===== config.mk =====
export PLATFORM = sky130hd
export DESIGN_NAME = apb_master_bridge_p
export DESIGN_NICKNAME = d
export VERILOG_FILES = /design/src/rtl/apb_master_bridge_p.sv
export SDC_FILE = /design/constraint.sdc
export NUM_CORES = 1
export LEC_CHECK = 0
export BUFFER_PORTS_ARGS = -buffer_cell sky130_fd_sc_hd__buf_4
export CAP_MARGIN = 20
export CORE_ASPECT_RATIO = 0.75
export CORE_MARGIN = 3
export CORE_UTILIZATION = 45
export CTS_BUF_LIST = sky130_fd_sc_hd__clkbuf_16
export DETAILED_ROUTE_END_ITERATION = 8
export PLACE_DENSITY_LB_ADDON = 0.05
export REMOVE_ABC_BUFFERS = 1
export SYNTH_ARGS = -nofsm -noshare
export SYNTH_HDL_FRONTEND = slang
export SYNTH_SLANG_ARGS = --single-unit

===== constraint.sdc =====
create_clock -name PCLK -period 1.7 [get_ports PCLK]
set_clock_uncertainty 0.15 [all_clocks]
set_input_delay 0.425 -clock PCLK [delete_from_list [all_inputs] [get_ports PCLK]]
set_output_delay 0.425 -clock PCLK [all_outputs]
set_load 0.02 [all_outputs]

===== src/rtl/apb_master_bridge_p.sv =====
// Parametrised APB3/APB4 master bridge: single-shot requests become SETUP/ACCESS
// sequences on one of NUM_SLAVES decoded PSEL lines. Define APB_TIMEOUT_EN for the ACCESS wait-state limit.
module apb_master_bridge_p #(
  parameter int AW         = 9,
  parameter int DW         = 8,
  parameter int NUM_SLAVES = 2,
  parameter int TIMEOUT    = 16
) (
  input  logic                     PCLK,
  input  logic                     PRESETn,
  input  logic                     transfer,
  input  logic                     READ_WRITE,
  input  logic [AW-1:0]            apb_write_paddr,
  input  logic [DW-1:0]            apb_write_data,
  input  logic [DW/8-1:0]          apb_write_pstrb,
  input  logic [AW-1:0]            apb_read_paddr,
  output logic                     ready_out,
  output logic                     done,
  output logic [DW-1:0]            apb_read_data_out,
  output logic                     PSLVERR,
  output logic [AW-1:0]            PADDR,
  output logic [NUM_SLAVES-1:0]    PSEL,
  output logic                     PENABLE,
  output logic                     PWRITE,
  output logic [DW-1:0]            PWDATA,
  output logic [DW/8-1:0]          PSTRB,
  input  logic [NUM_SLAVES*DW-1:0] PRDATA_s,
  input  logic [NUM_SLAVES-1:0]    PREADY_s,
  input  logic [NUM_SLAVES-1:0]    PSLVERR_s
);

  localparam int SEL_BITS = (NUM_SLAVES > 1) ? $clog2(NUM_SLAVES) : 1;
  localparam logic [SEL_BITS:0] NS_W = (SEL_BITS + 1)'(NUM_SLAVES);

  typedef enum logic [1:0] {
    ST_IDLE   = 2'd0,
    ST_SETUP  = 2'd1,
    ST_ACCESS = 2'd2,
    ST_ERR    = 2'd3
  } state_t;

  state_t                  state_r;
  logic [SEL_BITS-1:0]     idx_r;
  logic [AW-1:0]           req_addr_s;
  logic [SEL_BITS-1:0]     req_idx_s;
  logic                    req_ok_s;
  logic [NUM_SLAVES-1:0]   psel_dec_s;
  logic                    sel_ready_s;
  logic                    sel_err_s;
  logic [DW-1:0]           sel_data_s;
  logic                    timeout_s;

`ifdef APB_TIMEOUT_EN
  localparam int CW = $clog2(TIMEOUT + 1);
  logic [CW-1:0] wait_cnt_r;
  assign timeout_s = (wait_cnt_r == CW'(TIMEOUT));
`else
  // TIMEOUT >= 1, so without the wait counter this never fires and ACCESS waits for PREADY
  assign timeout_s = (TIMEOUT < 1);
`endif

  // Request address selection and slave index decode
  always_comb begin
    req_addr_s = READ_WRITE ? apb_write_paddr : apb_read_paddr;
    req_idx_s  = req_addr_s[AW-1 -: SEL_BITS];
    req_ok_s   = ({1'b0, req_idx_s} < NS_W);
  end

  // One-hot select for the new request and response mux from the latched slave
  always_comb begin
    psel_dec_s  = '0;
    sel_ready_s = 1'b0;
    sel_err_s   = 1'b0;
    sel_data_s  = '0;
    for (int i = 0; i < NUM_SLAVES; i++) begin
      psel_dec_s[i] = (req_idx_s == SEL_BITS'(i));
      sel_ready_s   = sel_ready_s | ((idx_r == SEL_BITS'(i)) & PREADY_s[i]);
      sel_err_s     = sel_err_s | ((idx_r == SEL_BITS'(i)) & PSLVERR_s[i]);
      sel_data_s    = sel_data_s | ({DW{idx_r == SEL_BITS'(i)}} & PRDATA_s[i*DW +: DW]);
    end
  end

  // Transfer FSM with all bridge and APB outputs registered
  always_ff @(posedge PCLK) begin
    if (!PRESETn) begin
      state_r           <= ST_IDLE;
      idx_r             <= '0;
      ready_out         <= 1'b0;
      done              <= 1'b0;
      PSLVERR           <= 1'b0;
      apb_read_data_out <= '0;
      PADDR             <= '0;
      PSEL              <= '0;
      PENABLE           <= 1'b0;
      PWRITE            <= 1'b0;
      PWDATA            <= '0;
      PSTRB             <= '0;
`ifdef APB_TIMEOUT_EN
      wait_cnt_r        <= '0;
`endif
    end else begin
      done    <= 1'b0;
      PSLVERR <= 1'b0;
      case (state_r)
        ST_IDLE: begin
          PSEL    <= '0;
          PENABLE <= 1'b0;
          if (ready_out && transfer) begin
            ready_out <= 1'b0;
            PWRITE    <= READ_WRITE;
            PADDR     <= req_addr_s;
            PWDATA    <= READ_WRITE ? apb_write_data : '0;
            PSTRB     <= READ_WRITE ? apb_write_pstrb : '0;
            if (req_ok_s) begin
              idx_r   <= req_idx_s;
              PSEL    <= psel_dec_s;
              state_r <= ST_SETUP;
            end else begin
              state_r <= ST_ERR;
            end
          end else begin
            ready_out <= 1'b1;
          end
        end
        ST_SETUP: begin
          PENABLE <= 1'b1;
          state_r <= ST_ACCESS;
`ifdef APB_TIMEOUT_EN
          wait_cnt_r <= '0;
`endif
        end
        ST_ACCESS: begin
          if (sel_ready_s) begin
            state_r   <= ST_IDLE;
            PSEL      <= '0;
            PENABLE   <= 1'b0;
            ready_out <= 1'b1;
            done      <= 1'b1;
            PSLVERR   <= sel_err_s;
            if (!PWRITE) begin
              apb_read_data_out <= sel_err_s ? '0 : sel_data_s;
            end else begin
              apb_read_data_out <= apb_read_data_out;
            end
          end else if (timeout_s) begin
            state_r           <= ST_IDLE;
            PSEL              <= '0;
            PENABLE           <= 1'b0;
            ready_out         <= 1'b1;
            done              <= 1'b1;
            PSLVERR           <= 1'b1;
            apb_read_data_out <= '0;
          end else begin
`ifdef APB_TIMEOUT_EN
            wait_cnt_r <= wait_cnt_r + CW'(1);
`endif
            state_r <= ST_ACCESS;
          end
        end
        ST_ERR: begin
          state_r           <= ST_IDLE;
          ready_out         <= 1'b1;
          done              <= 1'b1;
          PSLVERR           <= 1'b1;
          apb_read_data_out <= '0;
        end
        default: begin
          state_r   <= ST_IDLE;
          PSEL      <= '0;
          PENABLE   <= 1'b0;
          ready_out <= 1'b0;
        end
      endcase
    end
  end

endmodule


==> impl_metrics.toml, run 1 <==
[status]
outcome = "finished clean"

[placement]
portBuffers = 83
gp_congestion = 0.764
dpl.cell_count = 281
post-place-ws_ps = 170
dp_hpwl_um = 3130

[critical_path]
path_common_cell = "buf_4"
end_kind = "output port"
cp_top_family = "flip-flops"
crit_arrival_ps = 1020
required_ps = 1120
crit_buf_inv = 2
crit_type = "reg2out"
cp-start-kind = "flop"
path_cells = "buf_4, buf_4"
r2r_slack_ps = 180
crit_path_max_fanout = 9
max_stage_delay_ps = 390
crit_path_top_delay_cell = "dfxtp_2"

[synthesis]
synth_top_area_cell = "dfxtp_1"
synthAdderAreaFrac_pct = 0
synth.area.top_cells = "dfxtp_1, mux2i_1, nand2_1"
synth_compound_area_share_pct = 14.6
synth_edf_count = 0
synth_top_flop_cell = "dfxtp_1"
ys_ff_latch = 35
ys_types = 30
synthMuxAreaShare_pct = 18.9
ys.warnings.count = 0
yosys.area_share.simple_pct = 17.9
async_flop_share_pct = 0
ys_seq_area_share_pct = 43.2
synthXorXnorAreaFrac_pct = 0
syn_area_per_cell_um2 = 9.76
synth.top_cell.area_share_pct = 43.2
syn_area_um2 = 1620
syn_inst = 166
synth_top_family_by_area = "multiplexers"

[cts]
hold_buffers = 0
cts_max_level = 2
cts-buffers-inserted = 5
cts_buffer_depth = 2
clkLatencyLatePin_ps = 270
path_clk_slew_ps = 50
tritoncts = "done"
cts-root-buf = "clkbuf_16"
clock-sinks = 35

[layout]
nNetsFinal = 299
antenna_cells = 0
final_common_cell = "buf_4"
final_cell_mix = "buf_4, dfxtp_1, nand2_1"
drive_gt1_share_pct = 43.8
final_cell_count_no_fill = 289
syn_to_final_growth_pct = 48.5

[sta]
timing.final.ws_setup_ps = 106
period_share_pct = 93.8
rsz0062_at_grt = "false"
slew_headroom_pct = 69.8
max_freq_ghz = 0.627
slew_viol_final = 0
hold_ws_ps = 281
setup_viol = 0
worst_pin_slew_ps = 450
finalHoldViolations = 0
fin_crit_ps = 1590

[pwr]
p_leak_nw = 1.16
p_total_mw = 2.07
p_seq_share_pct = 42.5
vdd_drop_max_uv = 626
pwr-share-clk_pct = 39.5
intPower_mw = 1.58
switchingPower_mw = 0.489
swShare_pct = 23.6
p_per_area_nw_per_um2 = 862
p_comb_share_pct = 17.9

[global_routing]
grt_overflow_total = 0
grt_pass1_vias = 1456
grt_max_degree = 30
antenna_found_initial = 0
grt_pass1_wl_um = 6400
track_usage_pct = 19.3

[routing]
via_per_inst = 5.19
postRouteAntennaNets = 0
drc = 0
drt-initial-drc-count = 46
routed_wl_um = 4140
dr.pass1.iters = 4
wl_per_cell_um = 14.3
num_vias = 1501

[floorplanning]
rows = 18
initial_core_util_pct = 48.0
io_pins = 84
die_h_um = 58.0
die_w_um = 75.3
coreArea_um2 = 3380
die-area_um2 = 4360

[run]
cap_violations = 0

[min_path]
hold_path_class = "in2reg"
==> worst register-to-register path, delay by kind of cell, from the launching register on <==
family	cells	cell delay [ps]
buffers and inverters	1	160
AO/OA/AOI/OAI	1	110
AND/OR/NAND/NOR	2	660
flip-flops	1	310
==> kinds of logic after synthesis <==
kind of cell | after synthesis
buffers and inverters | 15
AND/OR/NAND/NOR | 61
multiplexers | 28
flip-flops | 35
AO/OA/AOI/OAI | 27
==> Yosys cell counts (2+ instances only) <==
master,n
a21boi_0,10
buf_2,6
buf_4,4
clkbuf_1,3
dfxtp_1,35
mux2_2,8
mux2i_1,18
nand2_1,33
nand2b_1,3
nand3_1,17
nor2b_1,2
o211a_1,9
==> state kept, by name, indices dropped and copies added, names as in the netlist <==
signal / cells
PADDR: 9
PWDATA: 8
apb_read_data_out: 8
PSEL: 2
state_r: 2
PENABLE: 1
PSLVERR: 1
PSTRB: 1
PWRITE: 1
done: 1
ready_out: 1
==> metal layers <==
| layer | vias to the layer above | global-route usage, % | wire (um) |
|---|---|---|---|
| li1 | 749 | - | - |
| met5 | - | 0 | 0 |
| met1 | 693 | 22.5 | 1700 |
| met3 | 7 | 6.24 | 315 |
| met4 | 0 | 5.99 | 48 |
| met2 | 52 | 33.2 | 2070 |
==> area by class of cell <==
class	count	area (um2)
multi-input combinational	116	833
fill	274	972
clock inverter	3	11.3
tap	40	50.0
sequential	35	702
inverter	1	3.75
clock buffer	5	125
timing repair buffer	89	681
==> final timing paths <==
path	cells after the start	end	from
worst min register to register	2	PSTRB	PSTRB
worst min-delay path	3	PSTRB	apb_write_pstrb
worst max register to register	4	PWDATA[4]	state_r[0]
worst max-delay path	2	PADDR[8]	PADDR[8]
==> power groups by stage <==
stage | clock [mW] | sequential (mW) | combinational, mW
5_1_grt | 0.887 | 0.884 | 0.401
2_1_floorplan | 0 | 0.939 | 0.125
6_report | 0.820 | 0.882 | 0.371
4_1_cts | 0.848 | 0.881 | 0.374
3_5_place_dp | 0 | 0.897 | 0.372
3_3_place_gp | 0 | 0.895 | 0.361
==> timing repair <==
item,4_1_cts,5_1_grt
endpoints found under the setup margin,0,1
resized for setup,0,1
buffers inserted,0,0
==> per-stage QoR <==
| step | instance area, um2 | util [%] | setup TNS (ps) |
|---|---|---|---|
| after CTS | 2400 | 71.2 | 0 |
| after floorplan | 1540 | - | -45.3 |
| final | 2410 | 71.2 | 0 |
| after global routing | 2410 | 71.2 | 0 |
| after global placement | 2270 | 67.1 | 0 |
| after detailed placement | 2270 | 67.1 | 0 |
Power figures use the tool's default switching activity.
==> inputs of run 2 (changes only) <==
PLACE_DENSITY = 0.79   (was default)
PLACE_DENSITY_LB_ADDON = default   (was 0.05)
==> impl_metrics.toml, run 2 (same netlist as run 1, synthesis figures left out) <==
[status]
outcome = "finished clean"

[floorplanning]
io_pins = 84
die_w_um = 75.3
initial_core_util_pct = 48.0
die-area_um2 = 4360
coreArea_um2 = 3380
rows = 18
die_h_um = 58.0

[cts]
cts_resized = 0
clock-sinks = 35
cts_buffer_depth = 2
tritoncts = "done"
hold_buffers = 0
cts-root-buf = "clkbuf_16"
cts_max_level = 2
clkLatencyLatePin_ps = 270
path_clk_slew_ps = 50
cts_setup_buffers = 0
cts-buffers-inserted = 5

[placement]
dpl.cell_count = 281
dp_hpwl_um = 3140
gp_congestion = 0.763
portBuffers = 83

[critical_path]
path_common_cell = "buf_4"
crit_type = "reg2out"
max_stage_delay_ps = 390
crit_buf_inv = 2
crit_path_top_delay_cell = "dfxtp_1"
path_cells = "buf_4, buf_4"
cp-start-kind = "flop"
r2r_slack_ps = 180
end_kind = "output port"
crit_arrival_ps = 1060
required_ps = 1120
crit_path_max_fanout = 10
cp_top_family = "buffers and inverters"

[pwr]
pwr-share-clk_pct = 44.2
vdd_drop_max_uv = 888
p_total_mw = 2.24
swShare_pct = 22.3
p_seq_share_pct = 39.3
p_leak_nw = 1.17
p_comb_share_pct = 16.5
p_per_area_nw_per_um2 = 921
switchingPower_mw = 0.500
intPower_mw = 1.74

[run]
cap_violations = 0

[sta]
worst_pin_slew_ps = 439
slew_viol_final = 0
period_share_pct = 96.2
fin_crit_ps = 1640
max_freq_ghz = 0.611
rsz0062_at_grt = "false"
setup_viol = 0
slew_headroom_pct = 70.6
finalHoldViolations = 0

[routing]
top_layer_used = "met4"
dr_wl_met2_um = 1840
via_per_inst = 5.03
wl_per_cell_um = 13.8
met3_length_um = 209
dr.pass1.iters = 4
wl_met1_um = 1870
num_vias = 1453
drt-initial-drc-count = 50
drc = 0
routed_wl_um = 3980
postRouteAntennaNets = 0

[global_routing]
antenna_found_initial = 0
grt_overflow_total = 0
grt_pass1_wl_um = 6280
track_usage_pct = 18.9
grt_max_degree = 30
grt_pass1_vias = 1312

[layout]
largest_registers = "PADDR (9), PWDATA (8), apb_read_data_out (8)"
final_cell_mix = "buf_4, dfxtp_1, nand2_1"
final_common_cell = "buf_4"
largest_register_ffs = 9
antenna_cells = 0
drive_gt1_share_pct = 44.2
final_cell_count_no_fill = 289
regMostFlops = "PADDR"
fin_util_pct = 72.0
syn_to_final_growth_pct = 50.1
nNetsFinal = 299

[min_path]
hold_path_class = "in2reg"
## run 2: changes by cell type in the layout (fill, tap and decap cells not counted)
cell	change
dfxtp_2	-1
dfxtp_1	+1
bufinv_16	+1
clkinv_2	+1
inv_1	-1
clkinv_1	-1
## run 2: path summary, 6_finish.rpt
kind,startpoint,to,cells past startpoint
worst max-delay path,PADDR[8],PADDR[8],2
worst max register to register,PADDR[8],PSLVERR,4
worst min-delay path,apb_write_pstrb,PSTRB,3
worst min register to register,apb_read_data_out[5],apb_read_data_out[5],2
## run 2: area by class of cell
type | instances | area, um2
fill | 275 | 946
multi-input combinational | 116 | 833
sequential | 35 | 701
timing repair buffer | 89 | 681
clock buffer | 5 | 125
tap | 40 | 50.0
clock inverter | 3 | 38.8
inverter | 1 | 3.75
## run 2: worst reg2reg max path, delay by kind of cell (launching register included)
kind	cells	cell delay (ps)
buffers and inverters	1	230
DFF	1	390
muxes	1	370
and+or+nand+nor	2	280
## run 2: stage by stage
| step | setup TNS [ps] | worst slack [ps] | instance area (um2) | hold slack [ps] |
|---|---|---|---|---|
| 6_report | 0 | 64.1 | 2430 | 283 |
| 5_1_grt | 0 | 13.1 | 2430 | 304 |
| 4_1_cts | 0 | 63.1 | 2430 | 281 |
| 3_5_place_dp | 0 | 198 | 2270 | 301 |
| 3_3_place_gp | 0 | 209 | 2270 | 290 |
| 2_1_floorplan | -45.3 | -45.3 | 1540 | 376 |
## run 2: per-layer routing
layer	GRT usage [%]	vias to the layer above
met1	25.9	664
met2	29.0	32
li1	-	750
met4	5.49	0
met5	0	-
met3	5.20	7
## run 2: power groups by stage
| stage | sequential [mW] | clock (mW) | combinational, mW |
|---|---|---|---|
| final | 0.880 | 0.990 | 0.370 |
| after detailed placement | 0.898 | 0 | 0.371 |
| after CTS | 0.880 | 1.01 | 0.373 |
| after floorplan | 0.939 | 0 | 0.125 |
| after global placement | 0.896 | 0 | 0.367 |
| after global routing | 0.884 | 1.05 | 0.401 |
